===== src/rtl/top_k_pkg.sv =====
// top_k_pkg: width helpers and rank comparison shared by the top-K tracker files.
package top_k_pkg;
  localparam int MAX_W = 64;
  function automatic int rank_w(input int k);
    return (k > 1) ? $clog2(k) : 1;
  endfunction
  function automatic int fill_w(input int k);
    return $clog2(k + 1);
  endfunction
  // Signed compare works by flipping the sign bit, which turns two's complement into offset binary.
  function automatic logic cmp_ge(input logic [MAX_W-1:0] a, input logic [MAX_W-1:0] b,
                                  input logic sgn, input int w);
    logic [MAX_W-1:0] m;
    m = sgn ? (MAX_W'(1) << (w - 1)) : '0;
    return (a ^ m) >= (b ^ m);
  endfunction
endpackage


===== src/rtl/top_k_tracker_if.sv =====
// top_k_tracker_if: sample stream, clear, rank read and fill status for the top-K tracker.
interface top_k_tracker_if #(parameter int DATA_WIDTH = 32, parameter int K = 4);
  import top_k_pkg::*;
  logic [DATA_WIDTH-1:0]  din;
  logic                   din_valid;
  logic                   clear;
  logic [rank_w(K)-1:0]   rd_rank;
  logic [DATA_WIDTH-1:0]  dout;
  logic                   dout_valid;
  logic [DATA_WIDTH-1:0]  kth;
  logic [fill_w(K)-1:0]   fill;
  modport master (output din, din_valid, clear, rd_rank, input dout, dout_valid, kth, fill);
  modport slave  (input din, din_valid, clear, rd_rank, output dout, dout_valid, kth, fill);
endinterface


===== src/rtl/top_k_slot.sv =====
// top_k_slot: one rank register holding a value and occupancy, loaded from din or its left neighbour.
module top_k_slot import top_k_pkg::*; #(
  parameter int DATA_WIDTH = 32,
  parameter bit SIGNED_CMP = 1'b0
) (
  input  logic                  clk,
  input  logic                  resetn,
  input  logic                  flush,
  input  logic                  ins_here,
  input  logic                  shift_in,
  input  logic                  left_occ,
  input  logic [DATA_WIDTH-1:0] din,
  input  logic [DATA_WIDTH-1:0] left_val,
  output logic [DATA_WIDTH-1:0] val,
  output logic                  occ,
  output logic                  ge_din,
  output logic                  eq_din
);
  typedef struct packed {
    logic                  occ;
    logic [DATA_WIDTH-1:0] val;
  } slot_t;
  slot_t q;
  always_ff @(posedge clk)
    if (!resetn) q <= '0;
    else if (ins_here) q <= {1'b1, din};
    else if (shift_in) q <= {left_occ, left_val};
    else if (flush) q <= '0;
  assign val    = q.val;
  assign occ    = q.occ;
  assign ge_din = q.occ && cmp_ge(MAX_W'(q.val), MAX_W'(din), SIGNED_CMP, DATA_WIDTH);
  assign eq_din = q.occ && (q.val == din);
endmodule


===== src/rtl/top_k_tracker.sv =====
// top_k_tracker: keeps the K largest samples seen since reset/clear, sorted descending.
// Define TOP_K_DEDUP_EN to drop samples equal to any tracked value.
module top_k_tracker import top_k_pkg::*; #(
  parameter int DATA_WIDTH = 32,
  parameter int K          = 4,
  parameter bit SIGNED_CMP = 1'b0
) (
  input logic             clk,
  input logic             resetn,
  top_k_tracker_if.slave  bus
);
  localparam int FW = fill_w(K);
  logic [DATA_WIDTH-1:0] vals [K];
  logic [K-1:0]          occ, ge, eq, ins, shf;
  logic [FW-1:0]         p, fill_q;
  logic                  dup, accept, rd_ok;
  // Slots are sorted, so ge is a thermometer and p is the first slot below din; clear empties the set.
  always_comb begin
    p = FW'(K);
    for (int i = K - 1; i >= 0; i--)
      if (!ge[i] || bus.clear) p = FW'(i);
  end
`ifdef TOP_K_DEDUP_EN
  assign dup = (|eq) && !bus.clear;
`else
  logic unused_eq;
  assign unused_eq = ^eq;
  assign dup       = 1'b0;
`endif
  assign accept = bus.din_valid && (p != FW'(K)) && !dup;
  for (genvar g = 0; g < K; g++) begin : g_slot
    logic [DATA_WIDTH-1:0] lv;
    logic                  lo;
    if (g == 0) begin : g_first
      assign lv = '0;
      assign lo = 1'b0;
    end else begin : g_rest
      assign lv = vals[g-1];
      assign lo = occ[g-1];
    end
    assign ins[g] = accept && (p == FW'(g));
    assign shf[g] = accept && !bus.clear && (p < FW'(g));
    top_k_slot #(.DATA_WIDTH(DATA_WIDTH), .SIGNED_CMP(SIGNED_CMP)) u_slot (
      .clk      (clk),
      .resetn   (resetn),
      .flush    (bus.clear),
      .ins_here (ins[g]),
      .shift_in (shf[g]),
      .left_occ (lo),
      .din      (bus.din),
      .left_val (lv),
      .val      (vals[g]),
      .occ      (occ[g]),
      .ge_din   (ge[g]),
      .eq_din   (eq[g])
    );
  end
  always_ff @(posedge clk)
    if (!resetn) fill_q <= '0;
    else if (bus.clear) fill_q <= FW'(accept);
    else if (accept && fill_q != FW'(K)) fill_q <= fill_q + 1'b1;
  assign rd_ok          = FW'(bus.rd_rank) < fill_q;
  assign bus.dout_valid = rd_ok;
  assign bus.dout       = rd_ok ? vals[bus.rd_rank] : '0;
  assign bus.kth        = (fill_q == FW'(K)) ? vals[K-1] : '0;
  assign bus.fill       = fill_q;
endmodule


===== src/flat_wrapper.sv =====
// flat-port wrapper written by rule: the top's interface ports become plain ports
module top_k_tracker_flat import top_k_pkg::*;
#(
  parameter int DATA_WIDTH = 32,
  parameter int K          = 4,
  parameter bit SIGNED_CMP = 1'b0
)
  (clk, resetn, bus_din, bus_din_valid, bus_clear, bus_rd_rank, bus_dout, bus_dout_valid, bus_kth, bus_fill);
  top_k_tracker_if #(.DATA_WIDTH(DATA_WIDTH), .K(K)) bus_i ();
  input logic clk;
  input logic resetn;
  input wire logic [$bits(bus_i.din)-1:0] bus_din;
  input wire logic [$bits(bus_i.din_valid)-1:0] bus_din_valid;
  input wire logic [$bits(bus_i.clear)-1:0] bus_clear;
  input wire logic [$bits(bus_i.rd_rank)-1:0] bus_rd_rank;
  output wire logic [$bits(bus_i.dout)-1:0] bus_dout;
  output wire logic [$bits(bus_i.dout_valid)-1:0] bus_dout_valid;
  output wire logic [$bits(bus_i.kth)-1:0] bus_kth;
  output wire logic [$bits(bus_i.fill)-1:0] bus_fill;
  assign bus_i.din = bus_din;
  assign bus_i.din_valid = bus_din_valid;
  assign bus_i.clear = bus_clear;
  assign bus_i.rd_rank = bus_rd_rank;
  assign bus_dout = bus_i.dout;
  assign bus_dout_valid = bus_i.dout_valid;
  assign bus_kth = bus_i.kth;
  assign bus_fill = bus_i.fill;
  top_k_tracker #(.DATA_WIDTH(DATA_WIDTH), .K(K), .SIGNED_CMP(SIGNED_CMP)) u_core (.clk(clk), .resetn(resetn), .bus(bus_i));
endmodule

===== config.mk =====
export PLATFORM = sky130hd
export DESIGN_NAME = top_k_tracker_flat
export DESIGN_NICKNAME = d
export VERILOG_FILES = /design/src/rtl/top_k_pkg.sv /design/src/rtl/top_k_tracker_if.sv /design/src/rtl/top_k_slot.sv /design/src/rtl/top_k_tracker.sv /design/src/flat_wrapper.sv
export SDC_FILE = /design/constraint.sdc
export NUM_CORES = 1
export LEC_CHECK = 0
export ABC_AREA = 1
export CAP_MARGIN = 30
export CORE_AREA = 4 4 194 196
export CTS_CLUSTER_SIZE = 8
export DETAILED_ROUTE_END_ITERATION = 8
export DIE_AREA = 0 0 198 200
export PLACE_DENSITY = 0.47
export REMOVE_ABC_BUFFERS = 1
export SLEW_MARGIN = 20
export SYNTH_ARGS = -nofsm -noshare
export SYNTH_HDL_FRONTEND = slang
export SYNTH_HIERARCHICAL = 1
export SYNTH_SLANG_ARGS = --single-unit

===== constraint.sdc =====
create_clock -name clk -period 2.6 [get_ports clk]
set_clock_uncertainty 0.15 [all_clocks]
set_input_delay 0.39 -clock clk [delete_from_list [all_inputs] [get_ports clk]]
set_output_delay 0.39 -clock clk [all_outputs]
set_load 0.01 [all_outputs]

* Word level (Yosys, flattened, before mapping) *
Index checks and enable logic that the tools add are counted.
Widths: inputs -> output; s select.

storage, ports and cells
  bits in registers = 135
  input bits = 38
  logic and storage cells = 80

cells by class
  $add $sub $neg = 1
  $lt $le $gt $ge = 10
  eq/ne operators = 6
  muxes and demuxes = 20
  bitwise logic cells = 2
  reduce and logical (&&, ||, !) cells = 31

operator list
  cell                 number
  $mux 33              9
  $ge 32x32->1         4
  $mux 32              4
  $bmux 32 s2          1
  $logic_and 1x1->1    15
  $mux 3               4
  $reduce_bool 3->1    4
  $eq 3x2->1 const B   2
  $lt 3x1->1 const B   2
  $lt 3x2->1 const B   2
  $ne 3x3->1 const B   2
  $logic_not 1->1      5
  $logic_or 1x1->1     4
  $add 3x1->3 const B  1
  $eq 3x1->1 const B   1
  $eq 3x3->1 const B   1
  $ge 3x3->1 const B   1
  $logic_not 3->1      1
  $lt 2x3->1           1
  $not 2->3            1
  $mux 1               2
  $reduce_bool 2->1    1
  $reduce_or 2->1      1
  $not 1->1            1

* Depth between registers and ports, before layout *
Gate-level depths: netlist (run 1).

  word-level depth = 14
  depth in mapped cells = 23
  gate-level depth less buffers = 22

* By module *
Netlist (run 1), hierarchy kept.

by module, submodules not included
  module         instances  cells an instance  area each (µm²)  seq. area each (µm²)
  top_k_slot     4          334                2,233.4          660.6
  top_k_tracker  1          334                1,681.6          60.1

* Worst setup path after synthesis (run 1) *
OpenSTA, ideal clock, no wires.

  kind = input port to flip-flop
  start point = input port bus_din[31]
  end point = register u_core.g_slot[2].u_slot.q, in the netlist u_core/g_slot[2].u_slot/val[10]
  arrival = 2.558 ns
  required time = 2.376 ns
  slack = -0.182 ns
  stages = 19
  buffers on the path = 2
  cell sequence = inv_1 -> ha_1 -> nand2_1 -> nor2_1 -> nand2_1 -> nor2_1 -> nand2_1 -> nand2_1 -> nor2_1 -> a21oi_1 -> inv_1 -> or2_2 -> nor2_1 -> nor3_1 -> buf_6 -> nor3_4 -> buf_6 -> nand2_1 -> a31oi_1

RTL lines
  element                                                               RTL line             text
  start: declaration                                                    flat_wrapper.sv:12   input wire logic [$bits(bus_i.din)-1:0] bus_din;
  $ge 32x32->1 *                                                        top_k_pkg.sv:15      return (a ^ m) >= (b ^ m);
  $logic_and 1x1->1 *                                                   top_k_slot.sv:31     assign ge_din = q.occ && cmp_ge(MAX_W'(q.val), MAX_W'(din), SIGNED_CMP, DATA_WIDTH);
  via u_core.ge[2]                                                      top_k_tracker.sv:14  logic [K-1:0] occ, ge, eq, ins, shf;
  $logic_not 1->1 *                                                     top_k_tracker.sv:21  if (!ge[i] || bus.clear) p = FW'(i);
  $logic_or 1x1->1 *                                                    top_k_tracker.sv:21
  $mux 3 * (3 in series)                                                top_k_tracker.sv:21
  $ne 3x3->1                                                            top_k_tracker.sv:30  assign accept = bus.din_valid && (p != FW'(K)) && !dup;
  $logic_and 1x1->1                                                     top_k_tracker.sv:30
  $logic_and 1x1->1 *                                                   top_k_tracker.sv:41  assign ins[g] = accept && (p == FW'(g));
  via u_core.ins[2]                                                     top_k_tracker.sv:14
  $reduce_bool 3->1 (no source line) / $mux 33 (equally long branches)  n/a
  end signal: assignment                                                top_k_slot.sv:26     else if (ins_here) q <= {1'b1, din};
  end signal: assignment                                                top_k_slot.sv:27     else if (shift_in) q <= {left_occ, left_val};
  end: declaration                                                      top_k_slot.sv:23     slot_t q;

The timed path passes the listed nets; every way through them passes the cells marked *.
A chain may end at the register's enable or synchronous reset.

* Worst setup path after layout (run 1) *
  start point = register u_core.g_slot[0].u_slot.q, in the netlist u_core/g_slot[0].u_slot/val[31]
  end point = register u_core.g_slot[2].u_slot.q, in the netlist u_core/g_slot[2].u_slot/val[2]

RTL lines
  element                                                               RTL line
  start: declaration                                                    top_k_slot.sv:23
  start signal: assignment                                              top_k_slot.sv:26
  start signal: assignment                                              top_k_slot.sv:27
  $ge 32x32->1 *                                                        top_k_pkg.sv:15
  $logic_and 1x1->1 *                                                   top_k_slot.sv:31
  via u_core.ge[0]                                                      top_k_tracker.sv:14
  $logic_not 1->1 *                                                     top_k_tracker.sv:21
  $logic_or 1x1->1 *                                                    top_k_tracker.sv:21
  $mux 3 *                                                              top_k_tracker.sv:21
  $ne 3x3->1                                                            top_k_tracker.sv:30
  $logic_and 1x1->1                                                     top_k_tracker.sv:30
  $logic_and 1x1->1 *                                                   top_k_tracker.sv:41
  via u_core.ins[2]                                                     top_k_tracker.sv:14
  $reduce_bool 3->1 (no source line) / $mux 33 (equally long branches)  n/a

Marks and branches as above.

==> results of run 1 <==
## layout make-up
class | instances | area share
timing repair buffer | 440 | 0.243
clock buffer | 17 | 0.0236
sequential | 135 | 0.153
multi-input combinational | 1266 | 0.489
inverter | 221 | 0.0461
tap | 468 | 0.0325
antenna | 1 | 0.000139
clock inverter | 15 | 0.0119
## how the worst max path moves through the flow
stage | startpoint | to | slack [ns]
6_report | u_core/g_slot[0].u_slot/val[31] | u_core/g_slot[2].u_slot/val[2] | -0.51
3_5_place_dp | bus_din[30] | u_core/g_slot[1].u_slot/val[21] | -1.37
5_1_grt | u_core/g_slot[1].u_slot/val[31] | u_core/g_slot[2].u_slot/val[2] | -0.60
2_1_floorplan | bus_din[31] | u_core/g_slot[3].u_slot/val[10] | -2.20
4_1_cts | u_core/g_slot[2].u_slot/val[29] | u_core/g_slot[1].u_slot/val[6] | -0.31
3_3_place_gp | bus_din[30] | u_core/g_slot[1].u_slot/val[8] | -1.35
## report_power, final
group | switching [mW] | leakage [nW] | internal [mW]
sequential | 0.0529 | 1.12 | 2.14
combinational | 1.05 | 6.98 | 0.833
clock | 1.14 | 0.305 | 1.63
## stage by stage
stage / instance area [sq um] / instances / setup TNS [ns] / util
after detailed placement: 13800 / 2431 / -173.97 / 0.382
after global placement: 13800 / 2431 / -169.66 / 0.382
after CTS: 17200 / 2542 / -27.25 / 0.476
after global routing: 18000 / 2563 / -64.33 / 0.499
after floorplan: 10200 / 1622 / -240.48 / -
final: 18000 / 2563 / -50.85 / 0.499
## routing by layer
layer,track usage,part of all wire,vias to the layer above
met5,0,0,-
met4,0.0645,0.028,0
met3,0.0361,0.065,92
met2,0.398,0.46,440
met1,0.326,0.44,6080
li1,-,-,6183
## critical path: stages, from the launching register on
cell,delay (ns)
dfxtp_2,0.34
ha_4,0.28
nand2_4,0.06
nor2_4,0.17
a21boi_2,0.23
nor2_2,0.07
nand2_1,0.09
nor2_2,0.04
a21oi_2,0.17
nand3_2,0.16
buf_6,0.16
buf_6,0.11
nor3_4,0.30
buf_6,0.16
nor2_4,0.05
buf_12,0.14
buf_12,0.15
nand2_4,0.07
a31oi_4,0.09
## registers in the layout, summed over array words and instances, names as in the netlist
register                  count
u_core/g_slot.u_slot/occ      4
u_core/g_slot.u_slot/val    128
u_core/bus.fill               3
## cells in the final DEF, fill, tap and decap left out, types with 5 or more instances in the layout
master,instances
nand2_1,382
buf_4,228
inv_1,205
nand2_2,169
a31oi_1,122
nor2_1,110
dfxtp_1,89
ha_1,69
a21oi_1,68
ha_4,61
nand2_4,53
buf_6,51
dfxtp_2,45
dlygate4sd2_1,39
conb_1,36
o21ai_0,35
o211ai_1,32
buf_12,29
nor2_4,28
nor2_2,27
a21oi_2,26
clkbuf_16,24
clkbuf_2,23
buf_2,21
inv_2,16
buf_16,15
clkdlybuf4s15_2,10
nand3_1,8
a21o_1,8
nor3_4,7
clkdlybuf4s50_1,6
inv_6,5
buf_8,5
a31oi_4,5
## repair_timing
action / CTS / global route
setup buffers: 54 / 29
setup endpoints to repair: 194 / 177
cloned: 25 / 7
hold buffers: 0 / 0
gates resized for setup: 640 / 239
endpoints found under the hold margin: 0 / 0
pin swaps: 171 / 105
==> out/metrics.cfg, run 1 <==
[placed_design]
place.gp.congestion=0.823
place_ws_ns=-1.37
port_buffers=105
dp_hpwl_um=28800

[synthesis]
synthCells=1666
yosys_warnings=6
netlist_area_sq_um=10600
syn_avg_cell_area_sq_um=6.36

[worst_setup_path]
rr_worst_depth=18
cp_max_fo=6
path_class=reg2reg
end_kind=register
r2r_slack_ns=-0.51
start_kind=register
r2r_end=u_core/g_slot[2].u_slot/val[2]
worstPathArrival_ns=3.29
reg2reg_from=u_core/g_slot[0].u_slot/val[31]
crit_required_ns=2.78

[timing]
rsz0062_at_grt=true
hold_violations=0
maxSlewViolCount=33
maxSlewHeadroom=-0.199
tightestPinTransition_ns=1.80
fin_ws_ns=-0.512
fmax_mhz=321
setup_viol=136
worst_hold_slack_ns=0.0976
fin_crit_ns=3.11
fin_crit_sh=1.20

[grt]
grt_pass1_vias=12300
grt_antenna_before_repair=1
grtUsageTotal=0.239
grt_max_degree=35
overflow=0
grt_pass1_wl_um=72300

[drt]
drc=0
drt-total-wl_um=50600
first_pass_iters=6
vias_per_cell=4.99
drtIter0Drc=955
vias=12800
final_antenna_net_count=0
routedWlPerCell_um=19.7

[job]
cap_violations=0

[power_and_ir_drop]
power_mw=6.84
cellPowerDensity_nw_per_um2=380
ir_worst_vdd_mv=0.460
leakagePower_nw=8.40

[cts]
cts-root-buf=clkbuf_16
cts.clk_slew.worst_paths_ns=0.08
clockBufferDepth=2
htree_levels=4
cts_buffers=17
clk_latency_ns=0.45
cts.sinks=135
cts_tree=built

[cells_and_area]
fill_cells=3506
ff_latch_area_sq_um=2760
area_growth_pct=69.8
drive_gt1_frac=0.418
nets=2250
multi_input_area_sq_um=8800

[min_path]
min_to=u_core/g_slot[3].u_slot/val[2]
min_delay_path_depth=3
hold_start=bus_din[2]
hp-class=in2reg

[die]
chipWidth_um=198
boundaryPins=106
core_area_sq_um=36100
die-area_sq_um=39600
rows=70
die_h_um=200
initial_core_util=0.294

[status]
status=finished with violations
violations=slew limit, setup timing

Power figures use the tool's default switching activity.
==> run 2: changes to the inputs <==
--- a/config.mk
+++ b/config.mk
@@ -7,11 +7,11 @@
 export LEC_CHECK = 0
 export ABC_AREA = 1
 export CAP_MARGIN = 30
-export CORE_AREA = 4 4 194 196
+export CORE_AREA = 4 4 147 149
 export CTS_CLUSTER_SIZE = 8
 export DETAILED_ROUTE_END_ITERATION = 8
-export DIE_AREA = 0 0 198 200
-export PLACE_DENSITY = 0.47
+export DIE_AREA = 0 0 151 153
+export PLACE_DENSITY = 0.75
 export REMOVE_ABC_BUFFERS = 1
 export SLEW_MARGIN = 20
 export SYNTH_ARGS = -nofsm -noshare
==> out/metrics.cfg, run 2 <==
[cts]
cts-root-buf=clkbuf_16
cts.sinks=135  ; unchanged
htree_levels=4  ; unchanged
clockBufferDepth=2  ; unchanged
cts_buffers=17  ; unchanged
cts_hold_buf=0  ; unchanged

[status]
lastStage=global routing (5_1_grt)
stop_error=[ERROR GRT-0232] Routing congestion too high. Check the congestion heatmap in the GUI.
status=did not finish

[die]
chipWidth_um=151  ; -24%
rows=52  ; -26%
die_h_um=153  ; -24%
boundaryPins=106  ; unchanged
initial_core_util=0.526  ; +0.232

[synthesis]
yosys_warnings=6  ; unchanged
synthCells=1666  ; unchanged
syn_avg_cell_area_sq_um=6.36  ; unchanged
netlist_area_sq_um=10600  ; unchanged

[placed_design]
place_ws_ns=-1.27  ; +0.100 ns
place.gp.congestion=0.938  ; +14%
port_buffers=105  ; unchanged
dp_hpwl_um=25500  ; -11%

[timing]
postGrtWorstEndpoint=u_core/g_slot[2].u_slot/val[21]$_SDFFE_PN0P_/D
worst-ep-kind=register data pin

[grt]
grtUsageTotal=0.683
overflow=5
grt_max_degree=35

==> run 2: per-stage QoR <==
step	util	hold slack, ns	area, sq um	TNS, ns	std cells
after detailed placement	0.673	0.326	13600	-159.71	2232
after global placement	0.673	0.301	13600	-148.58	2232
after CTS	0.815	0.163	16400	-19.59	2326
after floorplan	-	0.291	10200	-240.48	1622
==> run 2: timing repair <==
action                                  in CTS
pin swaps                                  143
gates resized for setup                    505
setup buffers                               54
gates cloned                                13
endpoints found under the setup margin     174
==> run 2: per-layer routing <==
layer / GRT overflow / global-route usage
met2: 1 / 0.813
met4: 3 / 0.624
met1: 0 / 0.701
met3: 1 / 0.563
met5: 0 / 0.330
==> run 3: changes to the inputs <==
--- a/config.mk
+++ b/config.mk
@@ -7,11 +7,10 @@
 export LEC_CHECK = 0
 export ABC_AREA = 1
 export CAP_MARGIN = 30
-export CORE_AREA = 4 4 147 149
-export CTS_CLUSTER_SIZE = 8
+export CORE_AREA = 4 4 168 170
 export DETAILED_ROUTE_END_ITERATION = 8
-export DIE_AREA = 0 0 151 153
-export PLACE_DENSITY = 0.75
+export DIE_AREA = 0 0 172 174
+export PLACE_DENSITY_LB_ADDON = 0.15
 export REMOVE_ABC_BUFFERS = 1
 export SLEW_MARGIN = 20
 export SYNTH_ARGS = -nofsm -noshare
==> constraint.sdc (replaced) <==
create_clock -name clk -period 3.4 [get_ports clk]
set_clock_uncertainty 0.15 [all_clocks]
set_input_delay 0.51 -clock clk [delete_from_list [all_inputs] [get_ports clk]]
set_output_delay 0.51 -clock clk [all_outputs]
set_load 0.01 [all_outputs]
==> out/metrics.cfg, run 3 (synthesis results as in run 1) <==
[cts]
cts_buffers=17  ; unchanged
cts.sinks=135  ; unchanged
cts_tree=built
cts.clk_slew.worst_paths_ns=0.06
cts-root-buf=clkbuf_16
clk_latency_ns=0.43
htree_levels=4  ; unchanged
clockBufferDepth=2  ; unchanged

[drt]
vias=11500
first_pass_iters=5
drc=0
final_antenna_net_count=0
drtIter0Drc=926
vias_per_cell=5.16
routedWlPerCell_um=16.8
drt-total-wl_um=37200

[power_and_ir_drop]
leakagePower_nw=6.41
ir_worst_vdd_mv=0.269
power_mw=4.72
cellPowerDensity_nw_per_um2=341

[cells_and_area]
nets=2034
layout_common_cells=nand2_1 (592), inv_1 (220), dfxtp_1 (135)
diodes=0
area_growth_pct=30.4
largest_reg_flops=128
final_common_cell=nand2_1
drive_gt1_frac=0.117

[timing]
fmax_mhz=303
tightestPinTransition_ns=1.72
fin_crit_sh=0.972
setup_tns_ns=0
setup_viol=0
fin_crit_ns=3.30
hold_violations=0
maxSlewViolCount=33
maxSlewHeadroom=-0.146

[worst_setup_path]
start_kind=input pin
cp_cell_sequence=dlygate4sd2_1 -> inv_1 -> ha_1 -> nand2_1 -> nor2_1 -> nand2_1 -> nor2_2 -> nand2_1 -> nand2_1 -> nor2_1 -> a21oi_2 -> nand3_2 -> buf_4 -> buf_4 -> nor3_4 -> buf_4 -> buf_12 -> nand2_1 -> a31oi_1
cp_max_fo=28
critPathMostFrequentCell=nand2_1
worstPathArrival_ns=3.49
path_class=in2reg
crit_required_ns=3.58
end_kind=register
rr_worst_depth=17
slowest_stage=dlygate4sd2_1
slowest_delay_ns=0.32

[min_path]
hp-class=reg2reg
min_delay_path_depth=2

[die]
initial_core_util=0.397  ; -0.129
die_h_um=174  ; +14%
die-area_sq_um=29900
core_area_sq_um=26700
rows=60  ; +15%
boundaryPins=106  ; unchanged
chipWidth_um=172  ; +14%

[status]
violations=slew limit
status=finished with violations

[grt]
grtUsageTotal=0.243
grt_antenna_before_repair=0
use_met2=0.395
grt_max_degree=34
grt_pass1_vias=10600
overflow=0
use_met3=0.0389
grt_util_met1=0.332
grt_busiest_layer=met2
grt_pass1_wl_um=57500

[placed_design]
place.gp.congestion=0.865  ; -7.8%
dp_hpwl_um=26200  ; +2.6%
port_buffers=105  ; unchanged

[job]
cap_violations=0

-- run 3: repair_timing --
action	in CTS	in global routing
gates cloned	1	1
pin swaps	4	21
setup endpoints to repair	132	132
setup buffers	2	14
hold buffers	0	0
gates resized for setup	29	79
-- run 3: metrics by stage --
step / hold WS (ns) / cells / util / instance area, sq um / worst slack, ns
2_1_floorplan: 0.291 / 1622 / - / 10200 / -1.52
3_3_place_gp: 0.303 / 2169 / 0.474 / 12700 / -0.648
3_5_place_dp: 0.305 / 2169 / 0.474 / 12700 / -0.734
4_1_cts: 0.314 / 2204 / 0.503 / 13400 / 0.00102
5_1_grt: 0.357 / 2219 / 0.517 / 13800 / -0.0102
6_report: 0.319 / 2219 / 0.517 / 13800 / 0.0968
-- run 3: cell type report --
type / instances / area, sq um
clock buffers: 20 / 457
flip-flops and latches: 135 / 2700
fillers: 2684 / 12900
inverters: 221 / 830
well taps: 341 / 427
repair buffers: 224 / 2300
multi-input cells: 1266 / 6910
clock inverters: 12 / 199
-- run 3: metal layers --
metal | share of wire | vias up
met3 | 0.065 | 46
met2 | 0.47 | 386
li1 | - | 5728
met5 | 0 | -
met1 | 0.45 | 5296
met4 | 0.019 | 0
-- run 3: worst paths after layout --
kind	from	to	slack [ns]
setup / recovery	bus_din[10]	u_core/g_slot[2].u_slot/val[16]	0.1
hold / removal	u_core/g_slot[3].u_slot/occ	u_core/g_slot[3].u_slot/occ	0.32
setup reg to reg	u_core/g_slot[1].u_slot/val[11]	u_core/g_slot[2].u_slot/val[16]	0.23
hold reg to reg	u_core/g_slot[3].u_slot/occ	u_core/g_slot[3].u_slot/occ	0.32
-- run 3: worst max-delay path, delay by kind of cell --
kind | cells | cell delay [ns]
and+or+nand+nor | 10 | 1.20
buffers and inverters | 6 | 1.07
adders and majority gates | 1 | 0.31
AOI/OAI and AO/OA | 2 | 0.36
-- run 3: power by group --
| part | total [mW] | internal, mW | switching [mW] |
|---|---|---|---|
| Clock | 2.10 | 1.34 | 0.756 |
| Combinational | 0.932 | 0.379 | 0.552 |
| Sequential | 1.69 | 1.63 | 0.0558 |
==> run 4: changes to the inputs <==
--- a/config.mk
+++ b/config.mk
@@ -11,6 +11,7 @@
 export DETAILED_ROUTE_END_ITERATION = 8
 export DIE_AREA = 0 0 172 174
 export PLACE_DENSITY_LB_ADDON = 0.15
+export RECOVER_POWER = 25
 export REMOVE_ABC_BUFFERS = 1
 export SLEW_MARGIN = 20
 export SYNTH_ARGS = -nofsm -noshare
==> out/metrics.cfg, run 4 (synthesis results as in run 1) <==
[placed_design]
port_buffers=105  ; unchanged
placed_cell_area_sq_um=12700  ; unchanged
place.gp.congestion=0.865  ; unchanged
place_inst=2169  ; unchanged
dp_hpwl_um=26200  ; unchanged

[timing]
worst_hold_slack_ns=0.319  ; -0.00000200 ns
setup_tns_ns=0  ; unchanged
setup_viol=0  ; unchanged
maxSlewHeadroom=-0.144  ; +0.00191
fmax_mhz=301  ; -0.57%
tightestPinTransition_ns=1.71  ; -0.00286 ns
hold_violations=0  ; unchanged
fin_crit_sh=0.977  ; +0.00556
maxSlewViolCount=33  ; unchanged
fin_crit_ns=3.32  ; +0.0189 ns

[worst_setup_path]
end_kind=register
r2r_end=u_core/g_slot[2].u_slot/val[16]
cp-endpoint=u_core/g_slot[2].u_slot/val[16]
start_kind=input pin
crit_start=bus_din[10]
reg2reg_from=u_core/g_slot[1].u_slot/val[11]
worstPathArrival_ns=3.51  ; +0.02 ns
cp_max_fo=28  ; unchanged
path_class=in2reg
crit_required_ns=3.58  ; about the same
rr_worst_depth=17  ; unchanged
r2r_slack_ns=0.21  ; -0.02 ns

[drt]
final_antenna_net_count=0  ; unchanged
vias=11500  ; -0.035%
drtIter0Drc=926  ; unchanged
routedWlPerCell_um=16.7  ; about the same
drc=0  ; unchanged
drt-total-wl_um=37200  ; about the same
first_pass_iters=5  ; unchanged
vias_per_cell=5.16  ; about the same

[cells_and_area]
fin_cells=2219  ; unchanged
layout_common_cells=nand2_1 (592), inv_1 (220), dfxtp_1 (135)
drive_gt1_frac=0.117  ; unchanged
finalInstanceArea_sq_um=13800  ; unchanged
fill_cells=2684  ; unchanged
final_common_cell=nand2_1
nets=2034  ; unchanged
finish.utilization=0.517  ; unchanged
diodes=0  ; unchanged
area_growth_pct=30.4  ; unchanged
largest_reg_flops=128  ; unchanged

[cts]
cts.sinks=135  ; unchanged
cts_hold_buf=0  ; unchanged
cts.clk_slew.worst_paths_ns=0.06  ; about the same
cts_buffers=17  ; unchanged
clk_latency_ns=0.43  ; about the same
htree_levels=4  ; unchanged
cts_tree=built
clockBufferDepth=2  ; unchanged
cts-root-buf=clkbuf_16

[power_and_ir_drop]
leakagePower_nw=6.41  ; +0.12%
cellPowerDensity_nw_per_um2=341  ; about the same
ir_worst_vdd_mv=0.269  ; about the same

[die]
rows=60  ; unchanged
core_area_sq_um=26700  ; unchanged
chipWidth_um=172  ; unchanged
boundaryPins=106  ; unchanged
die-area_sq_um=29900  ; unchanged
initial_core_util=0.397  ; unchanged
die_h_um=174  ; unchanged

[grt]
grt_max_degree=34  ; unchanged
overflow=0  ; unchanged
grt_pass1_wl_um=57500  ; unchanged
grt_antenna_before_repair=0  ; unchanged
grtUsageTotal=0.243  ; unchanged
grt_pass1_vias=10600  ; unchanged

[job]
cap_violations=0  ; unchanged

[status]
violations=slew limit
status=finished with violations

[min_path]
hp-class=reg2reg

[run 4: changes by cell type in the layout (fill, tap and decap cells not counted)]
| cell | change |
|---|---|
| clkdlybuf4s50_1 | -3 |
| dlygate4sd3_1 | +3 |
[run 4: final cells by class]
cell class	count	area [sq um]	share of cell area
Tap cell	341	427	0.0309
Multi-Input combinational cell	1266	6910	0.500
Sequential cell	135	2700	0.196
Clock buffer	20	457	0.0330
Clock inverter	12	199	0.0144
Inverter	221	830	0.0600
Timing Repair Buffer	224	2300	0.166
[run 4: worst min-delay path by stage]
| stage | startpoint | end | slack (ns) | cells after the start |
|---|---|---|---|---|
| 2_1_floorplan | u_core/g_slot[3].u_slot/occ | u_core/g_slot[3].u_slot/occ | 0.29 | 2 |
| 3_3_place_gp | u_core/g_slot[3].u_slot/occ | u_core/g_slot[3].u_slot/occ | 0.30 | 2 |
| 3_5_place_dp | u_core/g_slot[3].u_slot/occ | u_core/g_slot[3].u_slot/occ | 0.31 | 2 |
| 4_1_cts | u_core/g_slot[3].u_slot/occ | u_core/g_slot[3].u_slot/occ | 0.31 | 2 |
| 5_1_grt | bus_din[16] | u_core/g_slot[3].u_slot/val[16] | 0.36 | 3 |
| 6_report | u_core/g_slot[3].u_slot/occ | u_core/g_slot[3].u_slot/occ | 0.32 | 2 |
[run 4: through the flow]
| stage | total power [mW] | setup WS [ns] |
|---|---|---|
| 5_1_grt | 4.92 | -0.0101 |
| 3_3_place_gp | 2.58 | -0.648 |
| 3_5_place_dp | 2.59 | -0.734 |
| 4_1_cts | 4.71 | 0.00102 |
| 6_report | 4.72 | 0.0779 |
| 2_1_floorplan | 2.13 | -1.52 |
[run 4: metal layers]
metal	vias up	global-route usage	part of all wire
met5	-	0	0
met4	0	0.0704	0.019
met3	47	0.0389	0.064
met2	386	0.395	0.46
met1	5292	0.332	0.45
li1	5727	-	-
[run 4: repair_timing]
item,CTS,global route
setup buffers,2,14
pin swaps,4,21
setup endpoints to repair,132,132
resized for setup,29,79
gates cloned,1,1
[run 4: worst max-delay path, stage by stage]
cell and delay (ns):
dlygate4sd2_1 0.32, inv_1 0.08, ha_1 0.31, nand2_1 0.08, nor2_1 0.20, nand2_1 0.12, nor2_2 0.14, nand2_1 0.06
nand2_1 0.06, nor2_1 0.04, a21oi_2 0.19, nand3_2 0.14, buf_4 0.17, buf_4 0.13, nor3_4 0.27, buf_4 0.17
buf_12 0.20, nand2_1 0.11, a31oi_1 0.17
[run 4: where the power goes]
group | total [mW] | switching [mW] | internal (mW)
Combinational | 0.932 | 0.553 | 0.379
Clock | 2.10 | 0.757 | 1.34
Sequential | 1.69 | 0.0557 | 1.63
